==> config.mk <==
export PLATFORM = sky130hd
export DESIGN_NAME = ov5640_cfg_seq
export DESIGN_NICKNAME = d
export VERILOG_FILES = /design/src/rtl/ov5640_cfg_pkg.sv /design/src/rtl/cfg_ms_timer.sv /design/src/rtl/ov5640_cfg_seq.sv
export SDC_FILE = /design/constraint.sdc
export NUM_CORES = 1
export LEC_CHECK = 0
export ABC_AREA = 1
export BUFFER_PORTS_ARGS = -buffer_cell sky130_fd_sc_hd__buf_4
export CORE_MARGIN = 2
export CORE_UTILIZATION = 55
export DETAILED_ROUTE_END_ITERATION = 10
export HOLD_SLACK_MARGIN = 0.06
export PLACE_DENSITY = 0.8
export SLEW_MARGIN = 30
export SYNTH_ARGS = -nofsm -noshare
export SYNTH_HDL_FRONTEND = slang
export SYNTH_HIERARCHICAL = 1
export SYNTH_SLANG_ARGS = --single-unit
==> constraint.sdc <==
create_clock -name I_clk -period 4.37 [get_ports I_clk]
set_input_delay 0.874 -clock I_clk [delete_from_list [all_inputs] [get_ports I_clk]]
set_output_delay 0.874 -clock I_clk [all_outputs]
set_load 0.01 [all_outputs]
==> src/rtl/ov5640_cfg_pkg.sv <==
// Shared types and constants for the OV5640 power-up / register-table sequencer.
package ov5640_cfg_pkg;

    // Table entries carrying this address are waits, not register writes.
    localparam logic [15:0] DELAY_MARKER = 16'hFFFF;

    // One table word is {addr[15:0], data[7:0]}.
    localparam int ENTRY_W = 24;

    typedef struct packed {
        logic [15:0] addr;
        logic [7:0]  data;
    } cfg_entry_t;

    typedef enum logic [3:0] {
        ST_IDLE     = 4'd0,
        ST_PWDN     = 4'd1,
        ST_RST      = 4'd2,
        ST_INIT     = 4'd3,
        ST_FETCH    = 4'd4,
        ST_ISSUE    = 4'd5,
        ST_WAIT_ACK = 4'd6,
        ST_VERIFY   = 4'd7,
        ST_DELAY    = 4'd8,
        ST_NEXT     = 4'd9,
        ST_DONE     = 4'd10,
        ST_ERROR    = 4'd11
    } cfg_state_e;

    // Number of clock cycles in one millisecond.
    function automatic int ms_tick(input int clk_freq_hz);
        return clk_freq_hz / 1000;
    endfunction

endpackage

==> src/rtl/cfg_ms_timer.sv <==
// Millisecond wait timer: a cycle prescaler plus a millisecond down-counter.
// load_i marks the first cycle of a wait; expired_o is high on the last one,
// so a wait of N ms lasts exactly N*TICK cycles and a 0 ms wait lasts 1 cycle.
module cfg_ms_timer #(
    parameter int TICK = 27000,
    parameter int MS_W = 16
) (
    input  logic            clk_i,
    input  logic            rst_n_i,
    input  logic            load_i,
    input  logic [MS_W-1:0] ms_i,
    output logic            expired_o
);
    localparam logic [31:0] TICK_C = 32'(TICK);

    // rem_q: cycles still to run in the current millisecond, including this one
    logic [31:0]     rem_q;
    // ms_q: milliseconds still to run, including the current one
    logic [MS_W-1:0] ms_q;

    // Last-cycle detection; on the load cycle the registers are stale, so use ms_i.
    always_comb begin
        if (load_i) begin
            expired_o = (ms_i == '0) || ((ms_i == MS_W'(1)) && (TICK_C == 32'd1));
        end else begin
            expired_o = (ms_q == '0) || ((ms_q == MS_W'(1)) && (rem_q == 32'd1));
        end
    end

    // Prescaler and millisecond counter; the load cycle already consumes one cycle.
    always_ff @(posedge clk_i) begin
        if (!rst_n_i) begin
            rem_q <= 32'd0;
            ms_q  <= '0;
        end else if (load_i) begin
            if (TICK_C == 32'd1) begin
                rem_q <= 32'd1;
                ms_q  <= ms_i - MS_W'(1);
            end else begin
                rem_q <= TICK_C - 32'd1;
                ms_q  <= ms_i;
            end
        end else if (rem_q == 32'd1) begin
            rem_q <= TICK_C;
            if (ms_q != '0) begin
                ms_q <= ms_q - MS_W'(1);
            end
        end else if (rem_q != 32'd0) begin
            rem_q <= rem_q - 32'd1;
        end
    end
endmodule

==> src/rtl/ov5640_cfg_seq.sv <==
// OV5640 power-up and register-table sequencer.
// Sequences pwdn/rst_n, then walks {addr16,data8} table entries, issuing each
// as an SCCB write with NACK retry; addr 16'hFFFF entries are millisecond waits.
// Optional build macro CAM_CFG_VERIFY_EN adds a read-back check after each write.
module ov5640_cfg_seq
    import ov5640_cfg_pkg::*;
#(
    parameter int CLK_FREQ_HZ = 27_000_000,
    parameter int T_PWDN_MS   = 5,
    parameter int T_RST_MS    = 1,
    parameter int T_INIT_MS   = 20,
    parameter int TBL_LEN     = 256,
    parameter int IDX_W       = 8,
    parameter int MAX_RETRY   = 3
) (
    input  logic               I_clk,
    input  logic               I_rst_n,
    input  logic               I_start,
    output logic               O_cmos_pwdn,
    output logic               O_cmos_rst_n,
    output logic [IDX_W-1:0]   O_tbl_idx,
    input  logic [ENTRY_W-1:0] I_tbl_data,
    output logic               O_wr_req,
    output logic [15:0]        O_wr_addr,
    output logic [7:0]         O_wr_data,
    input  logic               I_wr_done,
    input  logic               I_wr_nack,
`ifdef CAM_CFG_VERIFY_EN
    output logic               O_rd_req,
    input  logic [7:0]         I_rd_data,
    output logic [7:0]         O_verify_err_cnt,
`endif
    output logic               O_busy,
    output logic               O_done,
    output logic               O_error
);
    localparam int               RETRY_W  = (MAX_RETRY < 1) ? 1 : $clog2(MAX_RETRY + 1);
    localparam logic [RETRY_W-1:0] RETRY_MAX = RETRY_W'(MAX_RETRY);
    localparam logic [IDX_W-1:0] LAST_IDX = IDX_W'(TBL_LEN - 1);

    cfg_state_e         state_q;
    logic [IDX_W-1:0]   idx_q;
    cfg_entry_t         ent_q;
    logic [RETRY_W-1:0] retry_q;
    logic               fetch_ph_q;
    logic               pwdn_q;
    logic               cam_rst_n_q;
    logic               wr_req_q;
    logic [15:0]        wr_addr_q;
    logic [7:0]         wr_data_q;
    logic               busy_q;
    logic               done_q;
    logic               error_q;
    logic               tmr_load_q;
    logic [15:0]        tmr_ms_q;
    logic               tmr_exp_s;
`ifdef CAM_CFG_VERIFY_EN
    logic               rd_req_q;
    logic [7:0]         verr_cnt_q;
`endif

    cfg_ms_timer #(
        .TICK (ms_tick(CLK_FREQ_HZ)),
        .MS_W (16)
    ) u_ms_timer (
        .clk_i     (I_clk),
        .rst_n_i   (I_rst_n),
        .load_i    (tmr_load_q),
        .ms_i      (tmr_ms_q),
        .expired_o (tmr_exp_s)
    );

    // Sequencer FSM with all outputs registered; timer load is a one-cycle pulse on state entry.
    always_ff @(posedge I_clk) begin
        if (!I_rst_n) begin
            state_q     <= ST_IDLE;
            idx_q       <= '0;
            ent_q       <= '0;
            retry_q     <= '0;
            fetch_ph_q  <= 1'b0;
            pwdn_q      <= 1'b1;
            cam_rst_n_q <= 1'b0;
            wr_req_q    <= 1'b0;
            wr_addr_q   <= 16'h0000;
            wr_data_q   <= 8'h00;
            busy_q      <= 1'b0;
            done_q      <= 1'b0;
            error_q     <= 1'b0;
            tmr_load_q  <= 1'b0;
            tmr_ms_q    <= 16'h0000;
`ifdef CAM_CFG_VERIFY_EN
            rd_req_q    <= 1'b0;
            verr_cnt_q  <= 8'h00;
`endif
        end else begin
            tmr_load_q <= 1'b0;
            case (state_q)
                ST_IDLE: begin
                    state_q     <= ST_PWDN;
                    busy_q      <= 1'b1;
                    pwdn_q      <= 1'b1;
                    cam_rst_n_q <= 1'b0;
                    tmr_load_q  <= 1'b1;
                    tmr_ms_q    <= 16'(T_PWDN_MS);
                end
                ST_PWDN: begin
                    if (tmr_exp_s) begin
                        state_q    <= ST_RST;
                        pwdn_q     <= 1'b0;
                        tmr_load_q <= 1'b1;
                        tmr_ms_q   <= 16'(T_RST_MS);
                    end
                end
                ST_RST: begin
                    if (tmr_exp_s) begin
                        state_q     <= ST_INIT;
                        cam_rst_n_q <= 1'b1;
                        tmr_load_q  <= 1'b1;
                        tmr_ms_q    <= 16'(T_INIT_MS);
                    end
                end
                ST_INIT: begin
                    if (tmr_exp_s) begin
                        state_q    <= ST_FETCH;
                        fetch_ph_q <= 1'b0;
                    end
                end
                ST_FETCH: begin
                    // First cycle presents the index, second cycle captures the table word.
                    if (!fetch_ph_q) begin
                        fetch_ph_q <= 1'b1;
                    end else begin
                        ent_q <= cfg_entry_t'(I_tbl_data);
                        if (I_tbl_data[23:8] == DELAY_MARKER) begin
                            state_q    <= ST_DELAY;
                            tmr_load_q <= 1'b1;
                            tmr_ms_q   <= {8'h00, I_tbl_data[7:0]};
                        end else begin
                            state_q <= ST_ISSUE;
                        end
                    end
                end
                ST_ISSUE: begin
                    wr_req_q  <= 1'b1;
                    wr_addr_q <= ent_q.addr;
                    wr_data_q <= ent_q.data;
                    state_q   <= ST_WAIT_ACK;
                end
                ST_WAIT_ACK: begin
                    if (I_wr_done) begin
                        wr_req_q <= 1'b0;
                        if (!I_wr_nack) begin
`ifdef CAM_CFG_VERIFY_EN
                            rd_req_q <= 1'b1;
                            state_q  <= ST_VERIFY;
`else
                            retry_q  <= '0;
                            state_q  <= ST_NEXT;
`endif
                        end else if (retry_q < RETRY_MAX) begin
                            retry_q <= retry_q + RETRY_W'(1);
                            state_q <= ST_ISSUE;
                        end else begin
                            state_q <= ST_ERROR;
                            error_q <= 1'b1;
                            busy_q  <= 1'b0;
                        end
                    end
                end
`ifdef CAM_CFG_VERIFY_EN
                ST_VERIFY: begin
                    // Read-back of the address just written; a NACK or mismatch retries the write.
                    if (I_wr_done) begin
                        rd_req_q <= 1'b0;
                        if (!I_wr_nack && (I_rd_data == wr_data_q)) begin
                            retry_q <= '0;
                            state_q <= ST_NEXT;
                        end else begin
                            if (!I_wr_nack && (verr_cnt_q != 8'hFF)) begin
                                verr_cnt_q <= verr_cnt_q + 8'd1;
                            end
                            if (retry_q < RETRY_MAX) begin
                                retry_q <= retry_q + RETRY_W'(1);
                                state_q <= ST_ISSUE;
                            end else begin
                                state_q <= ST_ERROR;
                                error_q <= 1'b1;
                                busy_q  <= 1'b0;
                            end
                        end
                    end
                end
`endif
                ST_DELAY: begin
                    if (tmr_exp_s) begin
                        state_q <= ST_NEXT;
                    end
                end
                ST_NEXT: begin
                    if (idx_q == LAST_IDX) begin
                        state_q <= ST_DONE;
                        done_q  <= 1'b1;
                        busy_q  <= 1'b0;
                    end else begin
                        idx_q      <= idx_q + IDX_W'(1);
                        state_q    <= ST_FETCH;
                        fetch_ph_q <= 1'b0;
                    end
                end
                ST_DONE, ST_ERROR: begin
                    // Restart re-powers the camera and walks the table from entry 0.
                    if (I_start) begin
                        state_q     <= ST_PWDN;
                        done_q      <= 1'b0;
                        error_q     <= 1'b0;
                        busy_q      <= 1'b1;
                        idx_q       <= '0;
                        retry_q     <= '0;
                        pwdn_q      <= 1'b1;
                        cam_rst_n_q <= 1'b0;
                        tmr_load_q  <= 1'b1;
                        tmr_ms_q    <= 16'(T_PWDN_MS);
`ifdef CAM_CFG_VERIFY_EN
                        verr_cnt_q  <= 8'h00;
`endif
                    end
                end
                default: begin
                    state_q <= ST_IDLE;
                end
            endcase
        end
    end

    assign O_cmos_pwdn  = pwdn_q;
    assign O_cmos_rst_n = cam_rst_n_q;
    assign O_tbl_idx    = idx_q;
    assign O_wr_req     = wr_req_q;
    assign O_wr_addr    = wr_addr_q;
    assign O_wr_data    = wr_data_q;
    assign O_busy       = busy_q;
    assign O_done       = done_q;
    assign O_error      = error_q;
`ifdef CAM_CFG_VERIFY_EN
    assign O_rd_req         = rd_req_q;
    assign O_verify_err_cnt = verr_cnt_q;
`endif
endmodule

# After elaboration in Yosys (flattened, before gate mapping)
# Index checks and enable logic that the tools add are counted.
# word_totals
wordCells	148
register_bits	134
in_bits	29
out_inout_bits	38
# classes
mux	59
addsub	4
n_bitwise	1
reduce_logical	36
order_cmp	1
n_eq_ne	27
# op_table
operator	n
$mux 16	8
$pmux 16 s5	1
$mux 15	3
$mux 4	11
$pmux 4 s10	1
$eq 32x1->1 const B	1
$logic_not 16->1	2
$reduce_bool 32->1	1
$sub 32x1->32 const B	1
$ne 2x2->1 const B	12
$mux 1	19
$eq 16x1->1 const B	1
$eq 16x16->1 const B	1
$eq 4x4->1 const B	4
$mux 8	2
$pmux 8 s2	1
$reduce_bool 16->1	1
$sub 16x1->16 const B	1
$reduce_and 3->1	5
$eq 4x3->1 const B	3
$reduce_and 6->1	2
$reduce_bool 2->1	6
$reduce_bool 3->1	4
$pmux 1 s3	3
23 further kinds	34

# Longest topological paths before layout
# logic_depth
word_depth	6
depth_mapped	16
ltp_nobuf	16

# Modules after synthesis
# The synthesis kept the hierarchy.
# modules_own_cells
module	n_inst	cells_per_inst	area_per_inst_um2
ov5640_cfg_seq	1	484	3447.1
cfg_ms_timer	1	536	3331.9

# Worst setup path after synthesis
# OpenSTA, ideal clock, no wires.
# synth_path
path_kind	register -> register
from	reg u_ms_timer.rem_q[16]
to	reg state_q[1]
setup_slack_ns	2.476
period_less_slack_ns	1.894
setup_ns	0.070
stages_incl_launch_ff	16
path_buffers	0
t_arrival_ns	1.824
cell_sequence	dfxtp_1 > nor2_1 > nand2_1 > nor2_1 > nand2_2 > nor3_1 > nand4_1 > nand3_1 > inv_1 > nand3_1 > nand2_1 > inv_1 > nand2_1 > nor2_1 > nand2_1 > a21oi_1
# synth_via
elab_chain_cells	6
elab_cells_between_ends	9
cone_classes	eq/ne: 5; mux: 1; reduce/logical: 3
# synth_lines
item	line_no	rtl
start: declaration	cfg_ms_timer.sv:17	logic [31:0] rem_q;
start signal: assignment	cfg_ms_timer.sv:40	rem_q <= TICK_C - 32'd1;
start signal: assignment	cfg_ms_timer.sv:49	rem_q <= rem_q - 32'd1;
$eq 32x1->1 *	cfg_ms_timer.sv:26	expired_o = (ms_q == '0) || ((ms_q == MS_W'(1)) && (rem_q == 32'd1));
$logic_and 1x1->1 *	cfg_ms_timer.sv:26	
$logic_or 1x1->1 *	cfg_ms_timer.sv:26	
$mux 1 *	cfg_ms_timer.sv:23	if (load_i) begin
net tmr_exp_s	ov5640_cfg_seq.sv:56	logic tmr_exp_s;
$ne 2x2->1 (no line)	n/a	
$reduce_and 7->1 (no line) *	n/a	
end signal: assignment	ov5640_cfg_seq.sv:76	state_q <= ST_IDLE;
end signal: assignment	ov5640_cfg_seq.sv:99	state_q <= ST_PWDN;
end signal: assignment	ov5640_cfg_seq.sv:108	state_q <= ST_RST;
end: declaration	ov5640_cfg_seq.sv:41	cfg_state_e state_q;
# The timed path passes the listed nets; every way through them passes the cells marked *.
# A chain may end at the register's enable or synchronous reset.

# Final worst setup path
# layout_path
from	reg tmr_load_q
to	reg state_q[1]
# layout_via
elab_chain_cells	3
elab_cells_between_ends	6
cone_classes	eq/ne: 4; mux: 1; reduce/logical: 1
# layout_lines
item	line_no	rtl
start: declaration	ov5640_cfg_seq.sv:54	logic tmr_load_q;
start signal: assignment	ov5640_cfg_seq.sv:89	tmr_load_q <= 1'b0;
start signal: assignment	ov5640_cfg_seq.sv:96	tmr_load_q <= 1'b0;
start signal: assignment	ov5640_cfg_seq.sv:103	tmr_load_q <= 1'b1;
$mux 1 *	cfg_ms_timer.sv:23	
net tmr_exp_s	ov5640_cfg_seq.sv:56	
$ne 2x2->1 (no line)	n/a	
$reduce_and 7->1 (no line) *	n/a	
# Marked as above.

==> summary.md <==
| Metric | Value |
|---|---|
| CTS buffer count | 17 |
| Hold_buf cts | 0 |
| Clock buffer depth | 2 |
| Die span in y | between 100 and 150 microns |
| Vias per cell | 5.287 |
| Dpl hpwl | ~11000 microns |
| Core Rows | 40 |
| Tmin final | roughly 2700 ps |
| Resize count post-CTS | 0 |
| Final Max Slew Viols | 0 |
| Postcts setup bufs | 0 |
| Pwr Density | approximately 660 nW/um^2 |
| Global-route wire length before repair | between 20000 and 30000 microns |
| First DRT Iteration DRCs | around 470 |
| CP Capture Type | flip-flop |
| Distinct cells, synth | 40 |
| Die X | around 120 microns |
| Wire length per cell | between 10 and 15 microns |
| DRT met1 WL | 7167 microns |
| Root Driver | clkbuf_16 |
| Post-synth EDFFs | 0 |
| Worst Tran Pin Value | 792.1 ps |
| Final Cycle Share | a little over three fifths |
| DR WL met3 | 1167 microns |
| Skew final | between 7 and 8 ps |
| Number of max-cap violations | 0 |
| RSZ-0062 raised after global routing | no |
| Vias in the first global route | between 6000 and 7000 |
| Top FF cell, synth | dfxtp_1 |
| Final WL | 16400 microns |
| Hold Crit Class | reg -> reg |
| Fin. Hold Viols | 0 |
| Max-slew headroom | 47.14% |
| Synth area leader | dfxtp_1 |
| H-tree levels | 4 |
| Mapped cell area | roughly 6800 sq um |
| Synth warn | 6 |
| Die Area | 13230 sq um |
| Syn avg cell area | 6.646 sq um |
| CP max FO | 24 |
| Overflow after GRT | 0 |
| DRC violations left | 0 |
| Share of layout cells above drive strength 1 | roughly 16% |
| Met2 WL | about 7900 microns |
| Critical path arrival | slightly above 3000 ps |
| Initial antenna violation count | 0 |
| Count leader, synth | nand2_1 |
| Post-synthesis register bit count | ~130 |
| Clock Latency Late Sink | about 420 ps |
| Worst endpoint required time | 4710 ps |
| Initial Util | between 50% and 60% |
| GRT Resource Usage Total | 25.65% |
| Area Overhead vs Synth | 17.70% |
| Seq/Total Area, Yosys | between 30% and 40% |
| Async S/R FF share, synth | 0% |
| Largest net degree at the start of global routing | 72 |
| Final Util | approximately 66% |
| Leak | about 3.7 nW |
| Sequential cell area | between 2000 and 3000 sq um |
| Top layer in use | met4 |
| Synth Instances | roughly 1000 |
| Commonest cells post-synth | nand2_1 (237), nor2_1 (220), dfxtp_1 (126) |
| I/O Buffers | 66 |
| Top post-synthesis cells by area | dfxtp_1 (37%), nand2_1 (13%), nor2_1 (12%) |
| Synth top area share | between 30% and 40% |
| Layout net count | roughly 1100 |
| Core ar. | around 12000 sq um |
| Crit path kind | reg -> reg |
| Vias | ~6600 |
| Outcome | finished, final reports clean |
| Antenna Violating Nets Remaining | 0 |
| Clock sink count | approximately 130 |
| Setup violations, final | 0 |
| Fmax | 363.8 MHz |
| Sum Neg Setup Slack | 0 ps |
| Area of the multi-input gates | roughly 3800 sq um |
| Final estimated routing congestion in global placement | approximately 0.90 |
| Router iterations before antenna repair | 5 |
| Num ports | 67 |
| Final-layout fill cell count | approximately 1100 |
| Reg clk slew, reported paths | around 60 ps |
| ANT cells | 0 |
| Maximum VDD drop | just over 0.4 mV |
| Startpoint types | flip-flop |
| CTS tree | done |
[flip-flops by register name (all words and copies together) (netlist names), 2 cells and up]
name,count
O_wr_addr,16
u_ms_timer/ms_q,16
ent_q,24
O_tbl_idx,8
retry_q,2
state_q,4
O_wr_data,8
u_ms_timer/rem_q,32
tmr_ms_q,8
[critical path: stages, from the launching register on]
cell     delay (ps)
dfxtp_1         520
inv_2           470
nand4_1         190
nor2_2          190
nand3_4         170
nand3_1         210
inv_1           130
nand3_1         130
nand2_1          80
inv_1            50
nand2_1          50
nor2_1          230
nand2_1          90
a21oi_1         160
[through the flow]
step | hold WS, ps | worst slack, ps | std cells | total power, mW | area (sq um)
after floorplan | 429.1 | 2476 | 1035 | 3.293 | 6835
after global placement | 445.0 | 1821 | 1220 | 3.644 | 7331
after detailed placement | 452.1 | 1763 | 1220 | 3.684 | 7331
after CTS | 461.1 | 1669 | 1252 | 5.248 | 7979
after global routing | 482.6 | 1404 | 1252 | 5.643 | 7979
final | 460.7 | 1621 | 1252 | 5.266 | 7979
[worst paths after layout]
path	start	slack, ps	endpoint	depth (start not counted)
worst max-delay path	tmr_load_q$_SDFF_PN0_	1620	state_q[1]$_SDFFE_PN0P_	13
worst min-delay path	fetch_ph_q$_SDFFE_PN0P_	460	fetch_ph_q$_SDFFE_PN0P_	2
worst max register to register	tmr_load_q$_SDFF_PN0_	1620	state_q[1]$_SDFFE_PN0P_	13
worst min register to register	fetch_ph_q$_SDFFE_PN0P_	460	fetch_ph_q$_SDFFE_PN0P_	2
[metal layers]
layer / track usage (%) / up-vias
met5: 0 / -
met4: 6.827 / 0
met3: 8.013 / 20
met2: 42.78 / 211
met1: 32.26 / 3006
li1: - / 3382
[cells in the final DEF, fill, tap and decap left out, drive strengths merged, types with 2 or more instances in the layout]
| master | netlist | routed |
|---|---|---|
| xor2 | 12 | 12 |
| nand4 | 11 | 11 |
| buf | 19 | 67 |
| clkbuf | 10 | 20 |
| o21ai | 66 | 66 |
| nor3 | 10 | 10 |
| nand3 | 86 | 86 |
| and3 | 2 | 2 |
| bufinv | 0 | 4 |
| dfxtp | 126 | 126 |
| ha | 7 | 7 |
| nor4 | 3 | 3 |
| nor2 | 246 | 246 |
| inv | 92 | 95 |
| conb | 1 | 16 |
| clkinv | 0 | 4 |
| nand2 | 263 | 263 |
| a21oi | 54 | 54 |
| a31oi | 4 | 4 |
| xnor2 | 3 | 3 |
[cell families after synthesis]
group	count (synthesis)	synth area share, %
fa+ha+maj	7	1.292
flops	126	37.21
simple gates	622	41.14
compound gates	128	10.37
buf+inv	121	7.992
xor+xnor	15	1.938
other cells	1	0.05532
[power by group]
part / switching [mW] / internal [mW] / total, mW
logic: 1.44 / 0.739 / 2.18
clock network: 0.534 / 1.00 / 1.54
registers: 0.209 / 1.34 / 1.55
[layout make-up]
class                   instances  area share, %
well taps                     147          2.305
multi-input cells             788          47.26
clock inverters                12          2.274
clock buffers                  20          5.849
flip-flops and latches        126          31.61
inverters                      92          4.391
repair buffers                 67          6.304
(Power assumes the default switching activity.)
